**src/rtl/version_stream_if.sv**
```systemverilog
// Byte-stream valid/ready link carrying framed build-identity records.
// The master drives data/valid/last and the slave returns ready.
interface version_stream_if;
    logic [7:0] data;
    logic       valid;
    logic       last;
    logic       ready;

    modport master (output data, output valid, output last, input ready);
    modport slave  (input data, input valid, input last, output ready);
endinterface

```
**src/rtl/version_streamer.sv**
```systemverilog
// Build-identity reporter: snapshots info_i on request and streams SYNC, LEN, payload (MSB first).
// Optional trailing checksum byte is enabled by defining VERSION_STREAM_CSUM_EN.
module version_streamer #(
    parameter int         INFO_BYTES = 11,
    parameter logic [7:0] SYNC_BYTE  = 8'hA5,
    parameter int         CNT_W      = 16
) (
    input  logic                    clk,
    input  logic                    rst,
    input  logic [INFO_BYTES*8-1:0] info_i,
    input  logic                    req_i,
    output logic                    busy_o,
    version_stream_if.master        m,
    output logic [CNT_W-1:0]        frame_cnt_o
);

    localparam int         IDX_W    = (INFO_BYTES > 1) ? $clog2(INFO_BYTES) : 1;
    localparam logic [7:0] LEN_BYTE = 8'(INFO_BYTES);
`ifdef VERSION_STREAM_CSUM_EN
    localparam bit         CSUM_EN  = 1'b1;
`else
    localparam bit         CSUM_EN  = 1'b0;
`endif

    typedef enum logic [2:0] {IDLE, SYNC, LEN, PAY, CSUM} state_t;

    state_t                  state_reg;
    logic [INFO_BYTES*8-1:0] snap_reg;
    logic [IDX_W-1:0]        idx_reg;
    logic                    pending_reg;
    logic                    busy_reg;
    logic [7:0]              data_reg;
    logic                    valid_reg;
    logic                    last_reg;
    logic [CNT_W-1:0]        cnt_reg;
`ifdef VERSION_STREAM_CSUM_EN
    logic [7:0]              sum_reg;
`endif

    logic [7:0] snap_bytes [INFO_BYTES];
    logic       hs;
    logic       last_hs;

    generate
        for (genvar gi = 0; gi < INFO_BYTES; gi++) begin : g_snap_bytes
            assign snap_bytes[gi] = snap_reg[gi*8 +: 8];
        end
    endgenerate

    assign hs      = valid_reg && m.ready;
    assign last_hs = hs && last_reg;

    always_ff @(posedge clk) begin
        if (rst) begin
            state_reg   <= IDLE;
            snap_reg    <= '0;
            idx_reg     <= '0;
            pending_reg <= 1'b0;
            busy_reg    <= 1'b0;
            data_reg    <= 8'h00;
            valid_reg   <= 1'b0;
            last_reg    <= 1'b0;
            cnt_reg     <= '0;
`ifdef VERSION_STREAM_CSUM_EN
            sum_reg     <= 8'h00;
`endif
        end else begin
            // One-deep request memory; a request on the closing handshake is served directly below.
            if (req_i && state_reg != IDLE && !last_hs)
                pending_reg <= 1'b1;

            case (state_reg)
                IDLE: begin
                    busy_reg <= req_i;
                    if (req_i) begin
                        snap_reg  <= info_i;
                        state_reg <= SYNC;
                        data_reg  <= SYNC_BYTE;
                        valid_reg <= 1'b1;
                        last_reg  <= 1'b0;
                    end
                end
                SYNC: begin
`ifdef VERSION_STREAM_CSUM_EN
                    sum_reg <= 8'h00;
`endif
                    if (hs) begin
                        state_reg <= LEN;
                        data_reg  <= LEN_BYTE;
                    end
                end
                LEN: begin
                    if (hs) begin
`ifdef VERSION_STREAM_CSUM_EN
                        sum_reg <= sum_reg + data_reg;
`endif
                        state_reg <= PAY;
                        idx_reg   <= IDX_W'(INFO_BYTES - 1);
                        data_reg  <= snap_bytes[INFO_BYTES-1];
                        last_reg  <= !CSUM_EN && (INFO_BYTES == 1);
                    end
                end
                PAY: begin
                    if (hs) begin
`ifdef VERSION_STREAM_CSUM_EN
                        sum_reg <= sum_reg + data_reg;
`endif
                        if (idx_reg == '0) begin
`ifdef VERSION_STREAM_CSUM_EN
                            state_reg <= CSUM;
                            data_reg  <= 8'h00 - (sum_reg + data_reg);
                            last_reg  <= 1'b1;
`endif
                        end else begin
                            idx_reg  <= idx_reg - 1'b1;
                            data_reg <= snap_bytes[idx_reg - 1'b1];
                            last_reg <= !CSUM_EN && (idx_reg == IDX_W'(1));
                        end
                    end
                end
                CSUM: begin
                    // Completion is handled by the last-byte handshake path below.
                end
                default: state_reg <= IDLE;
            endcase

            // Frame completion overrides the per-state updates above.
            if (last_hs) begin
                cnt_reg <= cnt_reg + 1'b1;
                if (pending_reg || req_i) begin
                    pending_reg <= 1'b0;
                    snap_reg    <= info_i;
                    state_reg   <= SYNC;
                    data_reg    <= SYNC_BYTE;
                    valid_reg   <= 1'b1;
                    last_reg    <= 1'b0;
                end else begin
                    state_reg <= IDLE;
                    valid_reg <= 1'b0;
                    last_reg  <= 1'b0;
                end
            end
        end
    end

    assign m.data      = data_reg;
    assign m.valid     = valid_reg;
    assign m.last      = last_reg;
    assign busy_o      = busy_reg;
    assign frame_cnt_o = cnt_reg;

endmodule

```
**src/flat_wrapper.sv**
```systemverilog
// flat-port wrapper written by rule: the top's interface ports become plain ports
module version_streamer_flat 
#(
    parameter int         INFO_BYTES = 11,
    parameter logic [7:0] SYNC_BYTE  = 8'hA5,
    parameter int         CNT_W      = 16
)
  (clk, rst, info_i, req_i, busy_o, frame_cnt_o, m_data, m_valid, m_last, m_ready);
  version_stream_if m_i ();
  input  logic clk;
  input  logic rst;
  input  logic [INFO_BYTES*8-1:0] info_i;
  input  logic req_i;
  output logic busy_o;
  output logic [CNT_W-1:0] frame_cnt_o;
  output wire logic [$bits(m_i.data)-1:0] m_data;
  output wire logic [$bits(m_i.valid)-1:0] m_valid;
  output wire logic [$bits(m_i.last)-1:0] m_last;
  input wire logic [$bits(m_i.ready)-1:0] m_ready;
  assign m_data = m_i.data;
  assign m_valid = m_i.valid;
  assign m_last = m_i.last;
  assign m_i.ready = m_ready;
  version_streamer #(.INFO_BYTES(INFO_BYTES), .SYNC_BYTE(SYNC_BYTE), .CNT_W(CNT_W)) u_core (.clk(clk), .rst(rst), .info_i(info_i), .req_i(req_i), .busy_o(busy_o), .m(m_i), .frame_cnt_o(frame_cnt_o));
endmodule
```
**config.mk**
```make
export PLATFORM = sky130hd
export DESIGN_NAME = version_streamer_flat
export DESIGN_NICKNAME = d
export VERILOG_FILES = /design/src/rtl/version_stream_if.sv /design/src/rtl/version_streamer.sv /design/src/flat_wrapper.sv
export SDC_FILE = /design/constraint.sdc
export NUM_CORES = 1
export LEC_CHECK = 0
export BUFFER_PORTS_ARGS = -buffer_cell sky130_fd_sc_hd__buf_2
export CAP_MARGIN = 20
export CORE_ASPECT_RATIO = 1.1
export CORE_MARGIN = 2
export CORE_UTILIZATION = 54
export CTS_CLUSTER_SIZE = 8
export DETAILED_ROUTE_END_ITERATION = 6
export GPL_TIMING_DRIVEN = 0
export PLACE_DENSITY = 0.77
export SKIP_CTS_REPAIR_TIMING = 1
export SYNTH_ARGS = -nofsm -noshare
export SYNTH_HDL_FRONTEND = slang
export SYNTH_SLANG_ARGS = --single-unit
```
**constraint.sdc**
```tcl
create_clock -name clk -period 3.63 [get_ports clk]
set_clock_uncertainty 0.15 [all_clocks]
set_input_delay 0 -clock clk [delete_from_list [all_inputs] [get_ports clk]]
set_output_delay 0 -clock clk [all_outputs]
set_load 0.05 [all_outputs]
```
==> results of run 1 <==
[stage by stage]
step                setup WS (ns)  cell area, sq um  power [W]  std cells
CTS                         0.127              6790    0.00448        935
detailed placement          0.148              6250    0.00296        904
global route               0.0531              7720    0.00483       1028
global placement            0.237              6250    0.00290        904
floorplan                   0.886              5520    0.00259        668
finish                      0.211              7720    0.00464       1028
[layout make-up]
cell class	instances	area share, %
inverters	12	0.632
clock buffers	23	6.05
diodes	1	0.0324
well taps	120	1.95
plain buffers	50	3.47
flip-flops and latches	122	31.6
multi-input cells	484	35.9
clock inverters	8	0.908
repair buffers	208	19.5
[routing by layer]
metal,track usage [%],vias up,share of wire [%],routed length (microns)
met4,14.3,0,5.6,1050
met5,0,-,0,0
met1,34.2,2800,36,6780
li1,-,2751,-,-
met3,6.81,100,8.2,1530
met2,49.6,357,50,9300
[worst paths after layout]
kind                        endpoint  slack [ns]  cells after the start
setup reg to reg    u_core.m.data[6]        0.21                     11
setup / recovery    u_core.m.data[6]        0.21                     11
hold / removal      u_core.m.data[6]        0.05                      3
hold reg to reg   u_core.snap_reg[1]        0.30                      2
[critical path, cell delays in order, from the launching register on]
cell	delay (ns)
dfxtp_1	0.50
buf_6	0.24
buf_6	0.20
clkinvlp_4	0.20
ha_1	0.32
buf_2	0.23
clkbuf_4	0.29
mux4_2	0.37
mux2i_1	0.26
o22ai_1	0.17
a221oi_1	0.30
nor2_1	0.06
[cell usage in the layout (no fill, tap or decap), types with 10 or more instances in the layout]
| master | n |
|---|---|
| a21oi_1 | 105 |
| buf_2 | 135 |
| clkbuf_1 | 23 |
| clkbuf_16 | 16 |
| dfxtp_1 | 122 |
| dlygate4sd3_1 | 92 |
| inv_1 | 11 |
| mux2i_1 | 11 |
| mux4_2 | 16 |
| nand2_1 | 199 |
| nand3_1 | 10 |
| nor2_1 | 25 |
| nor3_1 | 12 |
| o21ai_0 | 16 |
[power groups by stage]
stage          Clock (W)  Sequential [W]  Combinational (W)
4_1_cts          0.00154         0.00170            0.00125
3_5_place_dp           0         0.00172            0.00124
2_1_floorplan          0         0.00175           0.000842
3_3_place_gp           0         0.00171            0.00119
6_report         0.00154         0.00171            0.00139
5_1_grt          0.00160         0.00173            0.00150
[cells by family (layout without fill, tap and decap cells)]
group	Yosys count	count (layout)	synth area share, %
compound gates	159	159	16.2
xor+xnor	13	13	2.20
fa+ha+maj	8	8	1.81
buf+inv	62	301	5.62
flops	122	122	44.2
mux	32	32	9.54
other cells	0	1	0
simple gates	272	272	20.4
==> impl_results.md, run 1 <==
- Register area share after synthesis: 44.2%
- Routability Congestion: between 0.8 and 0.9
- Area of the multi-input gates: ~2800 sq um
- Mapped Cells: 668
- Post-Syn Area: approximately 5500 sq um
- Initial antenna violation count: 1
- Clock network power share: 33.2%
- Detailed Route Iter0 Violations: 615
- Synth Warn #: 0
- CTS Buffer Depth: 2
- DRC viols: 1
- Data required time at the worst endpoint: 3.89 ns
- EDFF count, synth: 0
- Layout area overhead: 39.8%
- VDD IR-drop max: 0.409 mV
- Nets@finish: approximately 1000
- Max reg flops: a little under 90
- Synth cell types: 49
- Syn_nets: approximately 770
- Detailed Place HPWL: 11000 microns
- Final Max Slew Viols: 0
- Vias: 6008
- H-tree levels: 4
- Starting Density: approximately 56%
- Pint: between 0.003 and 0.004 W
- Slew headroom: between 50% and 60%
- Pin count of the biggest net entering global routing: 17
- Vias in the first global route: 5204
- Failing checks: DRC
- Routed length per instance: 18.2 microns
- Site row count: 38
- Post-synth ARST share: 0%
- Die area: around 11000 sq um
- Clk slew on worst S/H paths: ~0.060 ns
- Worst Path Max Fanout: 10
- Fin crit share: a little over nine tenths
- Critical path class: register to register
- Max-cap viol count: 0
- GRT Util Overall: 29.0%
- Crit path time final: around 3.4 ns
- Root Driver: clkbuf_8
- I/O pin total: roughly 120
- Endpoints failing setup: 0
- CTS tree: yes
- ANT nets after route: 0
- Die Y: about 110 microns
- Fill cells: about 650
- Ratio of cells with drive above 1 in the final layout: 22.1%
- Synth top area share: roughly 44%
- Most instantiated library cell after synthesis: nand2_1
- Main synth FF type: dfxtp_1
- Crit path DAT: 3.68 ns
- Cts bufs inserted: 17
- Core area: between 9000 and 10000 sq um
- Fmax: between 0.2 and 0.3 GHz
- Tightest Pin Transition: 0.664 ns
- Crit. Startpoint: u_core.idx_reg[0]
- Psw: about 0.0016 W
- Sw frac: around 35%
- Startpoint Class: register
- Final Hold Viols: 0
- Hold Crit Start: rst
- Top post-synthesis cells by area: dfxtp_1, nand2_1, a21oi_1
- Reg area: roughly 2400 sq um
- Post-layout util: roughly four fifths
- Seq cells post-synth: 122
- Setup_tns: 0 ns
- Port bufs: approximately 120
- Logic pwr share: approximately 30%
- Power Dens Cells: 602 nW/um^2
- Leak pwr: between 3 and 4 nW
- Worst skew pair latency: ~0.53 ns
- Status: finished with violations
- Worst reg2reg startpoint: u_core.idx_reg[0]
- CP endpoint kind: register
- RSZ-0062 raised after global routing: no
- DR vias/cell: around 5.8
- Drt pass-1 iters: 7
- Synth Area per Inst: between 8 and 9 sq um
- Register share of total power: between 30 and 40%
- Hold slack: roughly 0.053 ns
- Grt total ovfl: 0
- Min-Delay Path Class: input pin to register
- Cell taking the most area after synthesis: dfxtp_1
- Final wirelength: 18700 microns
- Commonest cells in the netlist: nand2_1, dfxtp_1, a21oi_1, nor2_1
- Die W: 100 microns
- TritonCTS sink count: between 100 and 150
- First-pass GRT wire length: roughly 25000 microns
No activity file was read; power rests on OpenSTA's default activity.
==> inputs of run 2 (changes only) <==
- CORE_ASPECT_RATIO: 1.1 -> not set
==> run 2 against run 1 <==
The run now ends clean. Flip-flop and latch count did not move. Sequential power barely moved. Power rose by 5.7%. Critical path type unchanged. Critical endpoint is now u_core.m.data[3].
==> impl_results.md, run 2 (synthesis results as in run 1) <==
- I/O pin total: around 120
- DRC viols: 0
- Final setup margin: between 0.03 and 0.04 ns
- Port bufs: between 100 and 150
- Slew headroom: slightly above 50%
- Final Hold Viols: 0
- Core area: 9860 sq um
- Root Driver: clkbuf_8
- Die Y: 105 microns
- Tightest Pin Transition: between 0.7 and 0.8 ns
- DR vias/cell: slightly below 6
- Starting Density: 56.0%
- Post-layout util: around four fifths
- Power Dens Cells: 627 nW/um^2
- Ratio of cells with drive above 1 in the final layout: around 22%
- Endpoints failing setup: 0
- CP dominant cell by count: buf_6
- Pre-CTS WS: 0.0758 ns
- Cts bufs inserted: 17
- Max reg flops: 88
- Initial antenna violation count: 1
- Most frequent cells in the layout: nand2_1, buf_2, dfxtp_1
- CP peak stage delay: between 0.5 and 0.6 ns
- Setup_tns: 0 ns
- ANT nets after route: 0
- Detailed Place HPWL: 11300 microns
- Detailed Route Iter0 Violations: ~500
- Worst path cell trace: buf_6 -> buf_6 -> clkinvlp_4 -> ha_1 -> buf_2 -> clkbuf_4 -> mux4_2 -> mux2i_1 -> o22ai_1 -> a211oi_1 -> nor3_1
- TritonCTS sink count: 122
- Drt pass-1 iters: 6
- CTS Buffer Depth: 2
- Min-Delay Path Class: input pin to register
- Crit path DAT: between 3 and 4 ns
- Status: complete, no violations
- Pin count of the biggest net entering global routing: 17
- CP endpoint kind: register
- Crit path time final: about 3.6 ns
- Grt total ovfl: 0
- Critical path class: register to register
- Hold path depth: 3
- Fill cells: between 600 and 700
- Total power: ~0.0049 W
- Worst skew pair latency: approximately 0.54 ns
- Worst Reg-to-Reg Cells: 11
- Nets@finish: about 1000
- CTS tree: yes
- Site row count: 36
- First-pass GRT wire length: roughly 25000 microns
- Fmax: around 0.28 GHz
- VDD IR-drop max: 0.311 mV
- Routed length per instance: between 15 and 20 microns
- Final wirelength: ~19000 microns
- Data required time at the worst endpoint: 3.90 ns
- Fin crit share: roughly 99%
- Reg area: ~2400 sq um
- GRT Util Overall: slightly below 30%
- Routability Congestion: ~0.90
- Startpoint Class: register
- Max-cap viol count: 0
- H-tree levels: 4
- Most common cell after layout, fill and taps aside: nand2_1
- Clk slew on worst S/H paths: around 0.07 ns
- Final Max Slew Viols: 0
- Die area: roughly 11000 sq um
- Leak pwr: ~3.2 nW
- Vias: roughly 6000
- Layout area overhead: 41.8%
- Area of the multi-input gates: ~2800 sq um
- Worst Path Max Fanout: 10
- Die W: between 100 and 150 microns
- Vias in the first global route: about 5300
- Max stage delay cell, worst path: dfxtp_1
[run 2: worst paths after layout]
| kind | start | endpoint | slack, ns |
|---|---|---|---|
| worst min-delay path | rst | u_core.m.data[6] | 0.09 |
| worst max-delay path | u_core.idx_reg[0] | u_core.m.data[3] | 0.03 |
| worst max register to register | u_core.idx_reg[0] | u_core.m.data[3] | 0.03 |
| worst min register to register | u_core.snap_reg[5] | u_core.snap_reg[5] | 0.31 |
[run 2: layout make-up]
class                   instances  area share (%)
plain buffers                  50            3.42
repair buffers                208            19.2
diodes                          1          0.0320
clock buffers                  19            5.64
multi-input cells             484            35.3
inverters                      12           0.623
well taps                     133            2.13
clock inverters                13            2.44
flip-flops and latches        122            31.2
[run 2: report_power, final]
group          internal, W  total, W  switching, W
clock network      0.00116   0.00181      0.000655
registers          0.00156   0.00171      0.000154
logic             0.000533   0.00139      0.000853
[run 2: through the flow]
step	instances	hold WS, ns	area (sq um)
floorplan	668	-0.0140	5520
finish	1042	0.0880	7830
detailed placement	917	0.0960	6270
CTS	949	-0.455	6900
global placement	917	0.0910	6270
global route	1042	0.0949	7830
[run 2: critical path, delay by kind of cell, from the launching register on]
family          cells  cell delay [ns]
compound gates      2             0.48
fa+ha+maj           1             0.34
buf+inv             5             1.23
flops               1             0.52
mux                 2             0.66
simple gates        1             0.08
[run 2: layer usage]
| metal | global-route usage (%) | part of all wire, % |
|---|---|---|
| met1 | 34.8 | 38 |
| met2 | 51.9 | 51 |
| met3 | 6.67 | 7.7 |
| met4 | 11.1 | 3.8 |
| met5 | 0 | 0 |
